<file path="src/rtl/mem_wb_stage.sv">
// MEM/WB pipeline register: captures memory-stage results and selects the write-back value.
// Latency 1 clock; stall holds the entry, flush inserts a bubble (flush wins over stall).
module mem_wb_stage (
   input  logic        clk,
   input  logic        reset,
   input  logic        stall,
   input  logic        flush,
   input  logic        validIn,
   input  logic        RegWrite,
   input  logic        MemtoReg,
   input  logic [4:0]  rd,
   input  logic [31:0] aluresult,
   input  logic [31:0] memData,
   output logic        wbRegWrite,
   output logic [4:0]  wbRd,
   output logic [31:0] wbData,
   output logic        wbValid,
   output logic        fwRegWrite,
   output logic [4:0]  fwRd,
   output logic [31:0] fwData,
   output logic [31:0] retireCount
);

   logic        vReg;
   logic        rwReg;
   logic        m2rReg;
   logic [4:0]  rdReg;
   logic [31:0] aluReg;
   logic [31:0] memReg;
   logic [31:0] cnt;

   always_ff @(posedge clk) begin
      if (reset) begin
         vReg   <= 1'b0;
         rwReg  <= 1'b0;
         m2rReg <= 1'b0;
         rdReg  <= 5'd0;
         aluReg <= 32'd0;
         memReg <= 32'd0;
         cnt    <= 32'd0;
      end else if (flush) begin
         // Bubble: only the valid and write-enable bits matter; data is left as is.
         vReg  <= 1'b0;
         rwReg <= 1'b0;
      end else if (!stall) begin
         vReg   <= validIn;
         rwReg  <= RegWrite;
         m2rReg <= MemtoReg;
         rdReg  <= rd;
         aluReg <= aluresult;
         memReg <= memData;
         cnt    <= cnt + {31'd0, validIn};
      end
   end

   // r0 writes and bubbles are masked here so the forwarding unit never matches them either.
   assign wbRegWrite  = vReg & rwReg & (rdReg != 5'd0);
   assign wbRd        = rdReg;
   assign wbData      = m2rReg ? memReg : aluReg;
   assign wbValid     = vReg;
   assign fwRegWrite  = wbRegWrite;
   assign fwRd        = wbRd;
   assign fwData      = wbData;
   assign retireCount = cnt;

endmodule

</file>
<file path="config.mk">
export PLATFORM = sky130hd
export DESIGN_NAME = mem_wb_stage
export DESIGN_NICKNAME = d
export VERILOG_FILES = /design/src/rtl/mem_wb_stage.sv
export SDC_FILE = /design/constraint.sdc
export NUM_CORES = 1
export LEC_CHECK = 0
export ABC_AREA = 1
export BUFFER_PORTS_ARGS = -buffer_cell sky130_fd_sc_hd__buf_2
export CORE_AREA = 2 2 103 105
export CTS_CLUSTER_SIZE = 20
export DETAILED_ROUTE_END_ITERATION = 16
export DIE_AREA = 0 0 105 107
export GPL_TIMING_DRIVEN = 0
export PLACE_DENSITY = 0.78
export SYNTH_ARGS = -nofsm -noshare
export SYNTH_HDL_FRONTEND = slang
export SYNTH_SLANG_ARGS = --single-unit
</file>
<file path="constraint.sdc">
create_clock -name clk -period 2.4 [get_ports clk]
set_clock_uncertainty 0.15 [all_clocks]
set_input_delay 0.12 -clock clk [delete_from_list [all_inputs] [get_ports clk]]
set_output_delay 0.12 -clock clk [all_outputs]
set_load 0.005 [all_outputs]
</file>
=== Yosys cells after proc, flatten, opt, wreduce, memory -nomap -nowiden ===
Index checks and enable logic that the tools add are counted.

* Add/subtract/negate cells: 1
* Muxes and demuxes: 1
* Bitwise logic cells: 4
* Reductions and logical operators: 3

{| class="wikitable"
|+ Operators with widths
! kind !! number
|-
| 32-bit by 1-bit adder with 32-bit output || 1
|-
| 32-bit two-way mux || 1
|-
| 5-bit nonzero test || 1
|-
| 1-bit AND || 2
|-
| 1-bit inverter || 2
|-
| 2-bit AND reduction || 1
|-
| 2-bit OR reduction || 1
|}

* Register bits: 104
* Word-level logic and storage cells: 16

=== Logic depth before layout (Yosys ltp) ===
* Word-level depth: 2
* Gate-level depth with buffers: 10
* Depth with buffers taken out: 10

=== Worst setup path before layout ===
No wires, ideal clock.

* Path kind: flip-flop to flip-flop
* Start point: reg cnt[0] (netlist: retireCount[0])
* End point: reg cnt[22] (netlist: retireCount[22])
* Library setup time: 0.113 ns
* Arrival time: 1.404 ns
* Slack: 0.733 ns
* Stages on the path, launching flop included: 10
* Buffers on the path: 0
* Cell sequence: dfxtp_1 -> ha_1 -> ha_1 -> nand3_2 -> nor2_4 -> nand2_2 -> nor2_4 -> nand2_1 -> nor2_1 -> nor2_1

* Longest elaborated chain between the ends: 1

{| class="wikitable"
|+ RTL lines
! element !! RTL line !! text
|-
| start: declaration || 30 || <nowiki>logic [31:0] cnt;</nowiki>
|-
| start signal: assignment || 52 || <nowiki>cnt <= cnt + {31'd0, validIn};</nowiki>
|-
| 32-bit by 1-bit adder with 32-bit output || 52 ||
|}

Every way passes these cells.
A chain may end at the register's enable or synchronous reset.

=== Worst setup path in the final report ===
* Start point: reg m2rReg
* End point: out wbData[17]

* Longest elaborated chain between the ends: 1

{| class="wikitable"
|+ RTL lines
! element !! RTL line !! text
|-
| start: declaration || 26 || <nowiki>logic m2rReg;</nowiki>
|-
| start signal: assignment || 48 || <nowiki>m2rReg <= MemtoReg;</nowiki>
|-
| 32-bit two-way mux || 59 || <nowiki>assign wbData = m2rReg ? memReg : aluReg;</nowiki>
|-
| end: declaration || 16 || <nowiki>output logic [31:0] wbData,</nowiki>
|}

Every way passes these cells.

==> flow_metrics.tcl <==
set metrics [dict create \
    outcome "completed" \
    synth_area_um2 4960 \
    synth_nets 786 \
    yosysSeqAreaShare 0.420 \
    final_cells 1118 \
    cts_buffers 9 \
    die_w_um 105 \
    grt_pass1_wl_um 24900 \
    clockRootBuffer "clkbuf_8" \
    vdd_ir_drop_max_uv 318 \
    postCtsSetupBuffers 0 \
    post_drt_via_cell_ratio 4.93 \
    setup_violations 0 \
    yosysTopAreaCell "dfxtp_1" \
    first_pass_iters 6 \
    holdWs_ns 0.0322 \
    drive_gt1_frac 0.284 \
    coreArea_um2 10100 \
    fin_crit_sh 0.954 \
    initialDrtViolationCount 291 \
    rr_startpoint "retireCount[0]$_SDFFE_PP0P_" \
    crit_path_start "m2rReg$_SDFFE_PP0P_" \
    dr_total_vias 5511 \
    period_minus_slack_ns 2.29 \
    layout.cells.most_common "buf_2" \
    pre_cts_slack_ns 0.517 \
    utilization 0.694 \
    synth_area_leaders "dfxtp_1 (42%), o21ai_0 (11%), nor2_1 (9.8%)" \
    port_buffers 183 \
    grt_pass1_vias 5235 \
    fmax_mhz 437 \
    worstPathArrival_ns 2.02 \
    final_nets 1056 \
    layout_common_cells "buf_2 (193), nor2_1 (129), o21ai_0 (109)" \
    maxCapViolCount 0 \
    die_y_um 107 \
    path_class "reg -> out" \
    hold_path.class "in -> reg" \
    ys_seq_elements 104 \
    ff2ff_setup_slack_ns 0.52 \
    worst_r2r_path_depth 9 \
    ys_warn_count 0 \
    antenna_cells 0 \
    placed_cells 1026 \
    gp_congestion 0.877 \
    cts_tree "done" \
    p_leak_nw 3.34 \
    fin_tns_setup_ns 0 \
    synth.top_cell.area_share 0.420 \
    grt-ovfl-total 0 \
    worst_pin_slew_ns 0.484 \
    clockBufferDepth 2 \
    netlist-cell-type-count 29 \
    clk_latency_ns 0.36 \
    end_kind "output port" \
    cellPowerDensity_nw_per_um2 502 \
    start_kind "flop" \
    required_ns 2.13 \
    grt_max_degree 19 \
    ant_nets 0 \
    cts_sinks 104 \
    drc 0 \
    area_growth_pct 41.1 \
    start_util 0.492 \
    critical_path.max_fanout 10 \
    wl_per_cell_um 13.7 \
    endpoint "wbData[17]" \
    slew_headroom 0.677 \
    htree_levels 3 \
    io_pins 185 \
    timing.rr.end "retireCount[24]$_SDFFE_PP0P_" \
    place_hpwl_um 10600 \
    fin_ws_ns 0.111 \
    syn-mean-instance-area_um2 7.02 \
    hold_violations 0 \
    clk_pin_slew_worst_paths_ns 0.10 \
    antenna_found_initial 0 \
    row_count 37 \
    globalRouteTotalUtil 0.272 \
    finalMaxSlewViolations 0 \
    syn-instance-count 707 \
    wirelength_um 15300 \
    die_area_um2 11200 \
]
==> per-layer routing <==
metal  wire (µm)  global-route usage
met5           0                   0
met4         403              0.0981
met3         937              0.0450
met2        7580               0.490
met1        6370               0.327
==> stage by stage <==
step                      total power, W  instance area (µm²)
final                            0.00352                 7000
after global routing             0.00367                 7000
after CTS                        0.00351                 7000
after detailed placement         0.00239                 6050
after global placement           0.00238                 6050
after floorplan                  0.00216                 4960
==> cells in the mapped netlist, drive strengths merged <==
| cell | count |
|---|---|
| clkbuf | 18 |
| and3 | 1 |
| buf | 54 |
| nand2 | 102 |
| dfxtp | 104 |
| o21ai | 114 |
| nand4 | 7 |
| a31oi | 1 |
| xor2 | 4 |
| nor3 | 7 |
| nand3 | 29 |
| ha | 3 |
| inv | 73 |
| nand3b | 1 |
| xnor2 | 1 |
| a21oi | 46 |
| nor2 | 142 |
==> area by class of cell <==
cell class | count | area [µm²]
buffer | 72 | 452
multi-input combinational | 458 | 2160
clock buffer | 10 | 138
timing repair buffer | 259 | 1680
fill | 882 | 3090
tap | 136 | 170
sequential | 104 | 2080
clock inverter | 6 | 51.3
inverter | 73 | 274
==> worst min-delay path by stage <==
stage | startpoint | end | slack, ns | depth (start not counted)
floorplan | memData[0] | memReg[0]$_SDFFE_PP0P_ | 0.10 | 2
global placement | memData[12] | memReg[12]$_SDFFE_PP0P_ | 0.19 | 3
detailed placement | memData[0] | memReg[0]$_SDFFE_PP0P_ | 0.20 | 3
CTS | flush | retireCount[2]$_SDFFE_PP0P_ | 0.03 | 5
global route | validIn | retireCount[0]$_SDFFE_PP0P_ | 0.05 | 4
finish | flush | retireCount[2]$_SDFFE_PP0P_ | 0.03 | 5
==> cell families after synthesis <==
kind of cell / after synthesis / synth area share
AOI/OAI and AO/OA: 161 / 0.163
and+or+nand+nor: 289 / 0.256
buffers and inverters: 145 / 0.145
DFF: 104 / 0.420
adders and majority gates: 3 / 0.00757
xor gates and xnor gates: 5 / 0.00882
==> registers in the layout, indices dropped and copies added (netlist names) <==
register / count
fwRd: 5
m2rReg: 1
rwReg: 1
wbValid: 1
aluReg: 32
retireCount: 32
memReg: 32
==> critical path, stage by stage, from the launching register on <==
cell      delay [ns]
dfxtp_1         0.35
clkbuf_1        0.35
clkbuf_1        0.42
nand2_1         0.08
o21ai_0         0.18
buf_4           0.18
buf_2           0.10
==> repair_timing <==
item	in CTS	in global routing
resized for setup	0	6
hold buffers	76	0
setup endpoints to repair	0	4
endpoints found under the hold margin	80	0
==> report_power, final <==
group,internal [W],leakage (nW),switching [W]
logic,0.000324,2.40,0.000300
clock network,0.000419,0.0935,0.000632
registers,0.00181,0.852,0.0000361
Power figures use the tool's default switching activity.
